[src/rtl/clock_gen_pkg.sv]
// Shared types and helpers for the multi-channel clock generator.
// Pure declarations: no latency, no backpressure.
package clock_gen_pkg;

  typedef enum logic [1:0] {
    ST_IDLE = 2'd0,
    ST_HIGH = 2'd1,
    ST_LOW  = 2'd2
  } state_t;

  localparam logic [15:0] LFSR_POLY = 16'hB400;

  // Callers zero-extend their CNT_W-wide fields into 32 bits.
  function automatic logic cfg_legal(input logic [31:0] period, input logic [31:0] high);
    return (period >= 32'd2) && (high >= 32'd1) && (high < period);
  endfunction

  // One step of the right-shifting Galois LFSR for x^16+x^14+x^13+x^11+1.
  function automatic logic [15:0] lfsr_step(input logic [15:0] s);
    return s[0] ? ((s >> 1) ^ LFSR_POLY) : (s >> 1);
  endfunction

endpackage

[src/rtl/clock_gen_chan.sv]
// One divided-clock channel: IDLE/HIGH/LOW FSM, shadowed period config, LFSR jitter on the low phase.
// Outputs are one cycle behind the FSM state; no backpressure, config is only sampled at period boundaries.
module clock_gen_chan
  import clock_gen_pkg::*;
#(
  parameter int          CNT_W = 16,
  parameter int          JIT_W = 8,
  parameter logic [15:0] SEED  = 16'hACE1
) (
  input  logic             clk,
  input  logic             rst_n,
  input  logic             enable,
  input  logic [CNT_W-1:0] period_cyc,
  input  logic [CNT_W-1:0] high_cyc,
  input  logic [JIT_W-1:0] jitter_cyc,
  output logic             clock_out,
  output logic             clock_active,
  output logic             config_error,
  output logic             period_start
);

  localparam int LW = CNT_W + 1;

  state_t          state;
  state_t          state_nxt;
  logic [LW-1:0]   cnt;
  logic [LW-1:0]   low_s;
  logic [15:0]     lfsr;
  logic            start_flag;

  logic            legal;
  logic            cnt_done;
  logic            go_high;
  logic [JIT_W-1:0] rnd;
  logic [JIT_W-1:0] jit;
  logic [LW-1:0]   low_len;

  logic            clock_nxt;
  logic            active_nxt;
  logic            start_nxt;

  assign legal    = cfg_legal(32'(period_cyc), 32'(high_cyc));
  assign cnt_done = (cnt == '0);
  assign rnd      = lfsr[JIT_W-1:0];
  assign jit      = (rnd > jitter_cyc) ? jitter_cyc : rnd;
  // Extra bit keeps period - high + jitter from wrapping.
  assign low_len  = LW'(period_cyc) - LW'(high_cyc) + LW'(jit);
  assign go_high  = (state_nxt == ST_HIGH) && (state != ST_HIGH);

  always_ff @(posedge clk or negedge rst_n) begin
    if (!rst_n) begin
      state <= ST_IDLE;
    end else begin
      state <= state_nxt;
    end
  end

  always_comb begin
    state_nxt = state;
    case (state)
      ST_IDLE: begin
        if (enable && legal) state_nxt = ST_HIGH;
      end
      ST_HIGH: begin
        if (cnt_done) state_nxt = ST_LOW;
      end
      ST_LOW: begin
        if (cnt_done) state_nxt = (enable && legal) ? ST_HIGH : ST_IDLE;
      end
      default: state_nxt = ST_IDLE;
    endcase
  end

  always_comb begin
    clock_nxt  = (state == ST_HIGH);
    active_nxt = (state != ST_IDLE);
    start_nxt  = start_flag;
  end

  // Down-counter loaded with (phase length - 1); config and jitter are captured only on entry to HIGH.
  always_ff @(posedge clk or negedge rst_n) begin
    if (!rst_n) begin
      cnt        <= '0;
      low_s      <= '0;
      lfsr       <= SEED;
      start_flag <= 1'b0;
    end else begin
      start_flag <= go_high;
      if (go_high) begin
        cnt   <= LW'(high_cyc) - LW'(1);
        low_s <= low_len;
        lfsr  <= lfsr_step(lfsr);
      end else if ((state == ST_HIGH) && cnt_done) begin
        cnt <= low_s - LW'(1);
      end else if (!cnt_done) begin
        cnt <= cnt - LW'(1);
      end
    end
  end

  always_ff @(posedge clk or negedge rst_n) begin
    if (!rst_n) begin
      clock_out    <= 1'b0;
      clock_active <= 1'b0;
      period_start <= 1'b0;
      config_error <= 1'b0;
    end else begin
      clock_out    <= clock_nxt;
      clock_active <= active_nxt;
      period_start <= start_nxt;
      config_error <= !legal;
    end
  end

endmodule

[src/rtl/clock_gen_multi.sv]
// NUM_CH independent glitch-free divided clocks with per-channel period, high time and low-phase jitter.
// One cycle from enable sample to first rising clock_out; no backpressure, changes apply at period boundaries.
module clock_gen_multi
  import clock_gen_pkg::*;
#(
  parameter int          NUM_CH = 4,
  parameter int          CNT_W  = 16,
  parameter int          JIT_W  = 8,
  parameter logic [15:0] SEED   = 16'hACE1
) (
  input  logic                    clk,
  input  logic                    rst_n,
  input  logic [NUM_CH-1:0]       enable,
  input  logic [NUM_CH*CNT_W-1:0] period_cyc,
  input  logic [NUM_CH*CNT_W-1:0] high_cyc,
  input  logic [NUM_CH*JIT_W-1:0] jitter_cyc,
  output logic [NUM_CH-1:0]       clock_out,
  output logic [NUM_CH-1:0]       clock_active,
  output logic [NUM_CH-1:0]       config_error,
  output logic [NUM_CH-1:0]       period_start
);

  for (genvar i = 0; i < NUM_CH; i++) begin : g_ch
    // An all-zero seed would lock the LFSR, so it is replaced by 1.
    localparam logic [15:0] RAW_SEED = SEED ^ 16'(i);
    localparam logic [15:0] CH_SEED  = (RAW_SEED == 16'h0000) ? 16'h0001 : RAW_SEED;

    clock_gen_chan #(
      .CNT_W (CNT_W),
      .JIT_W (JIT_W),
      .SEED  (CH_SEED)
    ) u_chan (
      .clk          (clk),
      .rst_n        (rst_n),
      .enable       (enable[i]),
      .period_cyc   (period_cyc[i*CNT_W +: CNT_W]),
      .high_cyc     (high_cyc[i*CNT_W +: CNT_W]),
      .jitter_cyc   (jitter_cyc[i*JIT_W +: JIT_W]),
      .clock_out    (clock_out[i]),
      .clock_active (clock_active[i]),
      .config_error (config_error[i]),
      .period_start (period_start[i])
    );
  end

endmodule

[config.mk]
export PLATFORM = sky130hd
export DESIGN_NAME = clock_gen_multi
export DESIGN_NICKNAME = d
export VERILOG_FILES = /design/src/rtl/clock_gen_pkg.sv /design/src/rtl/clock_gen_chan.sv /design/src/rtl/clock_gen_multi.sv
export SDC_FILE = /design/constraint.sdc
export NUM_CORES = 1
export LEC_CHECK = 0
export CAP_MARGIN = 25
export CORE_AREA = 2 2 145 217
export CTS_CLUSTER_DIAMETER = 200
export CTS_CLUSTER_SIZE = 25
export DETAILED_ROUTE_END_ITERATION = 8
export DIE_AREA = 0 0 147 219
export HOLD_SLACK_MARGIN = 0.06
export PLACE_DENSITY = 0.87
export SLEW_MARGIN = 0
export SYNTH_ARGS = -nofsm -noshare
export SYNTH_HDL_FRONTEND = slang
export SYNTH_SLANG_ARGS = --single-unit
[constraint.sdc]
create_clock -name clk -period 7.6 [get_ports clk]
set_input_delay 1.52 -clock clk [delete_from_list [all_inputs] [get_ports clk]]
set_output_delay 1.52 -clock clk [all_outputs]
set_load 0.02 [all_outputs]
Word-level counts from Yosys, hierarchy flattened
Index checks and enable logic that the tools add are counted.

storage, ports and cells
  output and inout bits = 16
  word-level logic and storage cells = 172
  register bits = 228
  input port bits = 166

cells by class
  equal/unequal tests = 20
  reduce and logical (&&, ||, !) cells = 36
  multiplexer cells = 40
  add/subtract/negate cells = 20
  $lt $le $gt $ge = 16
  bitwise operators = 4

operators with widths
  kind                     count
  $mux W17                 12
  $sub A17 B1 Y17 const B  8
  $add A17 B8 Y17          4
  $logic_not A17 Y1        4
  $sub A16 B1 Y17 const B  4
  $sub A16 B16 Y17         4
  $ge A16 B1 Y1 const B    4
  $ge A16 B2 Y1 const B    4
  $lt A16 B16 Y1           4
  $mux W16                 4
  $gt A8 B8 Y1             4
  $mux W8                  4
  $mux W2                  12
  $pmux W2 S3              4
  $logic_and A1 B1 Y1      20
  $eq A2 B1 Y1 const B     8
  $not A3 Y4               4
  $ne A3 B3 Y1 const B     4
  $eq A2 B2 Y1 const B     4
  $logic_not A2 Y1         4
  $ne A2 B1 Y1 const B     4
  $reduce_bool A2 Y1       4
  $logic_not A1 Y1         4
  $mux W1                  4

Logic depth before layout (Yosys ltp)
  depth after elaboration = 10
  depth in mapped cells = 23
  mapped depth without buffers = 22

Cells and area by module
From an unflattened synthesis, not the netlist that was laid out.

unflattened totals
  cell total of the unflattened synthesis = 2,232
  area, all modules = 19,282.2 µm²

by module, submodules not included
  module                           area an instance (µm²)  cells an instance  seq. area each (µm²)  times used
  clock_gen_chan (g_ch[3].u_chan)  4,877.2                 559                1,436.4               1
  clock_gen_chan (g_ch[2].u_chan)  4,808.4                 558                1,437.6               1
  clock_gen_chan (g_ch[1].u_chan)  4,805.9                 558                1,435.1               1
  clock_gen_chan (g_ch[0].u_chan)  4,790.8                 557                1,436.4               1

Least setup slack after synthesis
No wires, ideal clock.

  path type = input port to flip-flop
  start point = input port jitter_cyc[1]
  end point = register g_ch[0].u_chan.low_s[15]
  stages = 20
  data required time = 7,475 ps
  path buffers = 0
  path slack = 1,550 ps
  setup time = 125 ps
  arrival = 5,926 ps
  cell sequence = inv_1 > ha_1 > nor2b_1 > o21a_1 > o21ai_0 > nand2b_1 > a21oi_1 > o21ai_0 > o21ai_1 > mux2_2 > fa_1 > ha_1 > a211o_1 > a2111oi_0 > o211ai_1 > a41o_1 > a21o_1 > a21oi_1 > xnor2_1 > mux2_2

on the way
  word-level cells in the longest chain between the ends = 3

RTL lines
  what                  line                   text
  start, declared       clock_gen_multi.sv:16  input logic [NUM_CH*JIT_W-1:0] jitter_cyc,
  $gt A8 B8 Y1          clock_gen_chan.sv:45   assign jit = (rnd > jitter_cyc) ? jitter_cyc : rnd;
  $mux W8 *             clock_gen_chan.sv:45
  $add A17 B8 Y17 *     clock_gen_chan.sv:47   assign low_len = LW'(period_cyc) - LW'(high_cyc) + LW'(jit);
  end signal, assigned  clock_gen_chan.sv:91   low_s <= low_len;
  end, declared         clock_gen_chan.sv:27   logic [LW-1:0] low_s;

Every way passes the cells marked *; elsewhere a longest branch is shown, timed or not.
A chain may end at the register's enable or synchronous reset.

Worst setup path after layout
Ends and elaborated chain as after synthesis.

==> impl_results.rst <==
.. list-table::
   :header-rows: 1

   * - Metric
     - Value
   * - Status
     - finished clean
   * - Overall die area
     - ~32000 sq um
   * - Share of layout cells above drive strength 1
     - roughly 6.3%
   * - Final Max Tran Viols
     - 0
   * - I/O Buffers
     - 181
   * - Number of nets in the layout
     - roughly 2800
   * - Register bit total from synthesis
     - ~230
   * - Chip Width
     - 147 um
   * - Setup total negative slack
     - 0 ns
   * - Count of vias placed by the detailed router
     - around 17000
   * - CTS tree
     - done
   * - Most frequently used cell type in the post-synthesis netlist
     - nand2_1
   * - Final instance count without filler cells
     - between 2000 and 3000
   * - CP max FO
     - 8
   * - Top area cells in the synthesized netlist
     - dfrtp_1, ha_1, nand2_1
   * - Async set or reset register ratio after synthesis
     - between 90% and 100%
   * - Gpl congestion
     - approximately 0.92
   * - Setup crit start kind
     - primary input
   * - Area after DPL
     - 21200 sq um
   * - Proportion of synthesized chip area in sequential cells
     - 30.0%
   * - Leak
     - about 9.9 nW
   * - DR DRC count
     - 0
   * - Hold bufs inserted after CTS
     - 0
   * - Initial core utilization
     - 63.2%
   * - Least setup slack across all paths after layout
     - 1.30 ns
   * - Max-cap violation count
     - 0
   * - Count of yosys warnings during synthesis
     - 0
   * - Top FF cell, synth
     - dfrtp_1
   * - Vias in the first global route
     - ~17000
   * - RSZ-0062 raised after global routing
     - false
   * - Floorplan core area
     - about 30000 sq um
   * - Data arrival at the endpoint of the critical path
     - 6.69 ns
   * - Synthesized area per cell
     - ~8.6 sq um
   * - Antenna violations before repair
     - 0
   * - Clock transition at the register clock pins on the worst setup and hold paths after CTS
     - between 0.1 and 0.15 ns
   * - Overall Power
     - 5.24 mW
   * - Remaining global-route overflow
     - 0
   * - Cell accounting for the most synthesized area
     - dfrtp_1
   * - Clock sink count
     - 228
   * - Number of instances in the synthesized netlist
     - about 2200
   * - Worst IR drop on VDD
     - around 0.00026 V
   * - Pre-antenna DRT Iters
     - 6
   * - Data required time at the worst endpoint
     - 7.99 ns
   * - Critical path capture point type
     - flop
   * - Number of antenna-violating nets in the routed design
     - 0
   * - Clock root cell
     - clkbuf_16
   * - Via-to-Cell Ratio
     - approximately 6.1
   * - Post-synthesis cell type count
     - 86
   * - Start-to-end type of the worst setup path
     - primary input to flop
   * - Maximum number of pins on one net before global-route repair
     - ~110
   * - Crit share post-route
     - roughly 83%
   * - Post-CTS sizing
     - 0
   * - DRT Wirelength
     - slightly below 50 mm
   * - Area of all placed cells without fillers
     - between 20000 and 25000 sq um
   * - Final hold violation count
     - 0
   * - Post-Route Skew
     - slightly below 0.03 ns
   * - P&R area growth vs syn
     - 13.3%
   * - Number of placed cells counting well taps
     - about 2800
   * - Hpwl dp
     - 38.2 mm
   * - Row cnt
     - 78
   * - Number of buffers created by CTS
     - 13
   * - Average routed wire per standard cell
     - ~18 um
   * - Die Span Y
     - 219 um
   * - Setup Slack @ Placement
     - approximately 0.84 ns
   * - Most frequent cells after synthesis
     - nand2_1, ha_1, inv_1
   * - Area share of the largest cell type after synthesis
     - between 20% and 30%
   * - Post-synth EDFFs
     - 0
   * - Number of top-level pins
     - around 180
   * - Netlist area before placement
     - about 19000 sq um
   * - Detailed router's first-iteration violation count
     - 1242
   * - Slew margin rel.
     - 39.1%
   * - Clock network latency to the later pin of the worst-skew pair
     - 0.50 ns
   * - Buffer count from post-CTS setup fixing
     - 0
   * - PD cells
     - between 200 and 250 nW/um^2
   * - H-tree lvl count
     - 1
   * - Post-route minimum period
     - roughly 6.3 ns
   * - Maximum achievable frequency
     - about 160 MHz
   * - Number of nets in the synthesized netlist
     - 2639
   * - Setup-failing EPs final
     - 0
   * - Global-route wire length before repair
     - ~80 mm
   * - Classification of the worst-slack hold path
     - flop to flop
   * - Actual slew at the worst max-slew pin
     - between 0.9 and 1 ns
   * - Worst-case clock buffer depth
     - 3
   * - Total global routing track utilization
     - 30.4%
   * - Number of antenna cells inserted
     - 0
through the flow:
stage          hold WS (ns)  utilization (%)
6_report              0.355             71.6
5_1_grt               0.368             71.6
4_1_cts               0.356             71.4
3_5_place_dp          0.335             70.1
3_3_place_gp          0.333             70.1
2_1_floorplan         0.331                -
routing by layer:
metal  vias up  track usage (%)  share of wire [%]
li1       8156                -                  -
met1      8025             35.7                 40
met2       582             56.5                 51
met3       135             2.52                4.8
met4         0             13.4                4.1
met5         -                0                  0
worst max-delay path: stages:
cell             delay (ns)
clkdlybuf4s50_1        0.47
inv_1                  0.05
ha_1                   0.29
nor2b_1                0.13
o21a_1                 0.16
o21ai_0                0.14
nand2b_1               0.07
a21oi_1                0.14
o21ai_0                0.08
o21ai_1                0.08
buf_4                  0.18
mux2_2                 0.36
fa_1                   0.49
ha_1                   0.33
a211o_1                0.32
a2111oi_0              0.53
buf_4                  0.21
o211ai_1               0.15
a41o_1                 0.29
a21o_1                 0.18
a21oi_1                0.17
xnor2_1                0.08
mux2_2                 0.26
cell type report:
cell class,instances,area (sq um)
clock buffer,20,352
clock inverter,2,38.8
fill,2270,8590
inverter,204,766
multi-input combinational,1730,12300
sequential,228,5750
tap,400,500
timing repair buffer,198,1990
registers in the layout, indices dropped and copies added, names as in the netlist:
name,count
g_ch.u_chan.cnt,68
g_ch.u_chan.low_s,68
g_ch.u_chan.lfsr,64
g_ch.u_chan.state,8
g_ch.u_chan.clock_active,4
g_ch.u_chan.clock_out,4
g_ch.u_chan.config_error,4
g_ch.u_chan.period_start,4
g_ch.u_chan.start_flag,4
cell usage in the layout, fill, tap and decap left out, types with 52 or more instances in the layout:
cell and instances:
nor3_1 73, inv_1 203, xnor2_1 108, o21ai_0 116
ha_1 204, dfrtp_1 196, a211oi_1 52, nor2_1 150
a21oi_1 144, nand2_1 277, clkdlybuf4s50_1 180
power breakdown:
group,switching (mW),internal (mW),leakage (nW),total (mW)
clock network,0.425,0.334,0.184,0.759
registers,0.377,1.62,2.72,2.00
logic,1.32,1.16,7.02,2.48
cell families after synthesis:
logic type,synth area share (%)
AND/OR/NAND/NOR,19.0
AO/OA/AOI/OAI,17.4
buffers and inverters,5.91
adder cells (fa/ha/maj),16.7
flip-flops,30.0
XOR/XNOR,7.14
multiplexers,3.83
path summary, 6_finish.rpt:
kind	start	to	slack [ns]	cells after the start
worst max register to register	g_ch[2].u_chan.lfsr[1]$_DFFE_PN1P_	g_ch[2].u_chan.low_s[16]$_DFFE_PN0P_	2.38	20
worst min register to register	g_ch[3].u_chan.start_flag$_DFF_PN0_	g_ch[3].u_chan.period_start$_DFF_PN0_	0.35	0
worst max-delay path	jitter_cyc[1]	g_ch[0].u_chan.low_s[15]$_DFFE_PN0P_	1.30	23
max in group asynchronous	rst_n	g_ch[0].u_chan.lfsr[6]$_DFFE_PN1P_	5.35	3
min in group asynchronous	rst_n	g_ch[1].u_chan.lfsr[0]$_DFFE_PN0P_	1.03	1
worst min-delay path	g_ch[3].u_chan.start_flag$_DFF_PN0_	g_ch[3].u_chan.period_start$_DFF_PN0_	0.35	0
Note: power is estimated with default switching activity, not from simulation.
==> edit 1: new RTL, same settings <==
Put a register stage on the output `config_error`, without a reset. The value now appears one clock later. The other outputs are not delayed to match.
--- a/src/rtl/clock_gen_multi.sv
+++ b/src/rtl/clock_gen_multi.sv
@@ -20,6 +20,8 @@
   output logic [NUM_CH-1:0]       period_start
 );
 
+  logic [NUM_CH-1:0] config_error_d;
+
   for (genvar i = 0; i < NUM_CH; i++) begin : g_ch
     // An all-zero seed would lock the LFSR, so it is replaced by 1.
     localparam logic [15:0] RAW_SEED = SEED ^ 16'(i);
@@ -38,10 +40,14 @@
       .jitter_cyc   (jitter_cyc[i*JIT_W +: JIT_W]),
       .clock_out    (clock_out[i]),
       .clock_active (clock_active[i]),
-      .config_error (config_error[i]),
+      .config_error (config_error_d[i]),
       .period_start (period_start[i])
     );
   end
 
+  always_ff @(posedge clk) begin
+      config_error <= config_error_d;
+  end
+
 endmodule
 
Function: changed (Yosys sat finds a counterexample within 4 cycles, from zero or initial values and one cycle with rst_n low).
==> edit 1 against the unedited design <==
- utilization fell by 0.66 points
- global-route usage barely moved
- wire length decreased by 0.23%
- die area is the same
- synthesized area is 0.77% lower
- sequential cell count is 4 higher
- setup slack got worse by 0.070 ns
- cell area is 0.92% lower
- non-clock buffer count is 3 lower
- total power fell by 2.5%
- largest power group unchanged
==> edit 1: results <==
detailed_routing:
  drt_iter0_drc: 1101
  wl_met3_microns: 2290
  route.detailed.vias_per_inst: 6.15
  wirelength_microns: 48900
  met2_wirelength_microns: 25400
  wl_met1_microns: 18800
placement:
  dp_slack_ns: 0.811
  placed_area_sq_um: 21000
  gp_congestion: 0.963
  place.detailed.instances: 2767
  post-dp-hpwl_microns: 38100
power_and_ir_drop:
  power_frac_clock_pct: 15.0
  pwr-share-seq_pct: 39.7
  internal-power_mw: 3.03
  power_leakage_nw: 9.85
  combinationalPower_mw: 2.32
  peakVddDrop_mv: 0.159
timing:
  timing.max_slew.rel_slack_pct: 38.5
  timing.clock.skew_ns: 0.0172
  period_needed_ns: 6.37
  hold_slack_ns: 0.351
die:
  placement_rows: 78
setup_path:
  crit-reg2reg-capture: "g_ch[0].u_chan.low_s[16]$_DFFE_PN0P_"
  startpoint_of_the_worst_slack_reg_to_reg_timing_path: "g_ch[0].u_chan.lfsr[1]$_DFFE_PN0P_"
  setup.worst_path.end: "g_ch[0].u_chan.low_s[16]$_DFFE_PN0P_"
  arrival_time_worst_endpoint_ns: 6.79
yosys:
  synth_cell_type_count: 73
  netlist_top_cells_count: "sky130_fd_sc_hd__nand2_1 (314), sky130_fd_sc_hd__ha_1 (204), sky130_fd_sc_hd__dfrtp_1 (196)"
  synth_fp_nets: 2648
  fraction_of_the_mapped_netlist_area_in_adder_cells_pct: 16.8
  synth_async_sr_flop_share_pct: 98.3
  syn_area_per_cell_sq_um: 8.45
  compound_gate_portion_of_the_synthesized_area_pct: 18.0
  synth_xor_xnor_area_share_pct: 6.92
  ys_seq_area_share_pct: 30.7
  muxShareOfSynthArea_pct: 2.14
  ys_top_cells_by_area: "sky130_fd_sc_hd__dfrtp_1 (26%), sky130_fd_sc_hd__ha_1 (13%), sky130_fd_sc_hd__nand2_1 (6.2%)"
layout:
  layout.filler_cells: 2314
  instances_no_fill: 2791
  drive_gt1_share_pct: 5.06
global_routing:
  largest_net_degree_at_the_start_of_global_routing: 119
  globalRouteMet2Util_pct: 56.3
  first_global_vias: 17100
  grt_util_all_layers_pct: 30.4
  grt.met1_usage_pct: 35.1
  grt_util_met3_pct: 3.06
  first_pass_grt_wire_length_microns: 81600
outcome:
  status: "finished, final reports clean"
[edit 1: cell count changes in the layout (fill, tap and decap cells not counted), sizes merged, moves of 7 or more]
cell / unedited run / this run
nand2: 278 / 314
mux2: 49 / 29
o21a: 12 / 19
inv: 205 / 193
and4: 1 / 8
o21ai: 120 / 154
nand2b: 16 / 24
mux2i: 18 / 8
a211oi: 53 / 70
nor2: 150 / 140
nand3: 49 / 41
or3: 31 / 24
a21o: 44 / 33
[edit 1: critical path, cell delays in order]
cell,delay (ns)
sky130_fd_sc_hd__clkdlybuf4s50_1,0.49
sky130_fd_sc_hd__inv_1,0.05
sky130_fd_sc_hd__ha_1,0.31
sky130_fd_sc_hd__nor2b_1,0.14
sky130_fd_sc_hd__o21a_1,0.16
sky130_fd_sc_hd__o21ai_0,0.14
sky130_fd_sc_hd__nand2b_1,0.07
sky130_fd_sc_hd__a21oi_1,0.14
sky130_fd_sc_hd__o21ai_0,0.08
sky130_fd_sc_hd__o21ai_1,0.08
sky130_fd_sc_hd__buf_4,0.18
sky130_fd_sc_hd__mux2_2,0.36
sky130_fd_sc_hd__fa_1,0.49
sky130_fd_sc_hd__fa_1,0.50
sky130_fd_sc_hd__a211oi_1,0.30
sky130_fd_sc_hd__o21ai_0,0.24
sky130_fd_sc_hd__o311ai_0,0.62
sky130_fd_sc_hd__a211oi_1,0.22
sky130_fd_sc_hd__nor2_1,0.14
sky130_fd_sc_hd__a21oi_1,0.08
sky130_fd_sc_hd__or3_1,0.30
sky130_fd_sc_hd__a31oi_1,0.16
[edit 1: cell type report]
class,count,area [sq um],area share [%]
Tap cell,400,500,2.33
Clock inverter,2,28.8,0.134
Timing Repair Buffer,195,1950,9.08
Inverter,191,717,3.34
Clock buffer,20,352,1.64
Multi-Input combinational cell,1751,12100,56.3
Sequential cell,232,5830,27.1
[edit 1: worst min-delay path by stage]
stage                                     startpoint                                     to
2_1_floorplan  g_ch[0].u_chan.config_error$_DFF_PN0_                config_error[0]$_DFF_P_
3_3_place_gp   g_ch[3].u_chan.config_error$_DFF_PN0_                config_error[3]$_DFF_P_
3_5_place_dp   g_ch[1].u_chan.config_error$_DFF_PN0_                config_error[1]$_DFF_P_
4_1_cts          g_ch[1].u_chan.start_flag$_DFF_PN0_  g_ch[1].u_chan.period_start$_DFF_PN0_
5_1_grt          g_ch[1].u_chan.start_flag$_DFF_PN0_  g_ch[1].u_chan.period_start$_DFF_PN0_
6_report         g_ch[1].u_chan.start_flag$_DFF_PN0_  g_ch[1].u_chan.period_start$_DFF_PN0_
[edit 1: kinds of logic after synthesis]
kind of cell	Yosys count
AO/OA/AOI/OAI	546
multiplexers	37
buffers and inverters	263
adder cells (fa/ha/maj)	236
AND/OR/NAND/NOR	782
XOR/XNOR	150
flip-flops	232
==> edit 2: new RTL, same settings <==
Without the edit above. `JIT_W` is set to 8 in 2 places; all go to 7.
--- a/src/rtl/clock_gen_chan.sv
+++ b/src/rtl/clock_gen_chan.sv
@@ -4,7 +4,7 @@
   import clock_gen_pkg::*;
 #(
   parameter int          CNT_W = 16,
-  parameter int          JIT_W = 8,
+  parameter int          JIT_W = 7,
   parameter logic [15:0] SEED  = 16'hACE1
 ) (
   input  logic             clk,
--- a/src/rtl/clock_gen_multi.sv
+++ b/src/rtl/clock_gen_multi.sv
@@ -5,7 +5,7 @@
 #(
   parameter int          NUM_CH = 4,
   parameter int          CNT_W  = 16,
-  parameter int          JIT_W  = 8,
+  parameter int          JIT_W  = 7,
   parameter logic [15:0] SEED   = 16'hACE1
 ) (
   input  logic                    clk,
Ports: changed (resized jitter_cyc); port bits go from 182 to 178. No check against the original RTL was run, so the function may have changed too.
==> edit 2 against the unedited design <==
- total power down 13%
- non-clock buffer count is 8 lower
- global-route usage fell by 1.7 points
- synthesized area shrank 3.4%
- register-to-register slack worse by 0.04 ns
- setup slack worse by 0.037 ns
- cell area down 3.4%
- first-iteration DRC count is 15% lower
- critical path type unchanged
- highest routed layer unchanged
- wire length decreased by 4.5%
- largest cell class unchanged
- sequential cell count did not move
- via count decreased by 0.72%
==> edit 2: results <==
outcome:
  status: "finished, final reports clean"
placement:
  post-dp-hpwl_microns: 37000
  gp_congestion: 0.965
  portBuffers: 177
  dp_slack_ns: 0.845
  placed_area_sq_um: 20500
layout:
  final_net_count: 2706
  layout.filler_cells: 2398
  area.growth.synth_to_final_pct: 13.3
  drive_gt1_share_pct: 5.05
global_routing:
  largest_net_degree_at_the_start_of_global_routing: 125
  grt_util_all_layers_pct: 28.7
  grt_util_met3_pct: 2.89
  first_pass_grt_wire_length_microns: 77300
  grt.met1_usage_pct: 31.7
  globalRouteMet2Util_pct: 53.7
setup_path:
  critical-path-max-stage-delay_ns: 0.59
  worst-r2r-cell-count: 19
  ff2ff_setup_slack_ns: 2.34
  setup.worst_path.end: "g_ch[1].u_chan.low_s[15]$_DFFE_PN0P_"
  startpoint_of_the_worst_slack_reg_to_reg_timing_path: "g_ch[1].u_chan.lfsr[0]$_DFFE_PN0P_"
  arrival_time_worst_endpoint_ns: 6.68
  crit_slowest_cell: "sky130_fd_sc_hd__o41ai_1"
  crit-reg2reg-capture: "g_ch[1].u_chan.low_s[15]$_DFFE_PN0P_"
  path_max_fanout: 6
power_and_ir_drop:
  peakVddDrop_mv: 0.147
  power_leakage_nw: 9.57
  power.combinational.fraction_pct: 42.2
  seq-power_mw: 1.89
  net-switching-power_mw: 1.80
  power_density_over_the_cells_nw_per_um2: 218
yosys:
  synth_fp_nets: 2578
  syn_area_per_cell_sq_um: 8.46
  ys_seq_area_share_pct: 31.1
  netlist_top_cells_count: "sky130_fd_sc_hd__nand2_1 (256), sky130_fd_sc_hd__ha_1 (204), sky130_fd_sc_hd__inv_1 (200)"
detailed_routing:
  detail_route.wl_per_cell_microns: 17.2
  wirelength_microns: 46800
  wl_met1_microns: 17800
  route.detailed.vias_per_inst: 6.17
  met2_wirelength_microns: 24300
timing:
  worst_pin_slew_ns: 0.920
  hold_slack_ns: 0.336
  fmaxAchievable_ghz: 0.158
==> edit 2: cell types whose count changed in the layout (fill, tap and decap cells not counted), moves of 15 or more <==
| cell | change |
|---|---|
| sky130_fd_sc_hd__nor2_1 | -23 |
| sky130_fd_sc_hd__mux2_2 | -17 |
| sky130_fd_sc_hd__nand3_1 | +15 |
| sky130_fd_sc_hd__or3_1 | -15 |
| sky130_fd_sc_hd__o21ai_0 | +67 |
| sky130_fd_sc_hd__nand2_1 | -21 |
==> edit 2: cells by family after synthesis <==
group	count (synthesis)	share of synthesized area, %
simple gates	698	18.0
compound gates	545	17.9
buf+inv	277	5.95
fa+ha+maj	232	16.9
flops	228	31.1
xor+xnor	160	7.59
mux	44	2.60
==> edit 2: cell type report <==
cell class              instances  share of cell area (%)
clock inverters                 2                   0.185
multi-input cells            1679                    55.6
flip-flops and latches        228                    27.4
repair buffers                190                    9.11
clock buffers                  20                    1.68
inverters                     200                    3.59
well taps                     400                    2.39
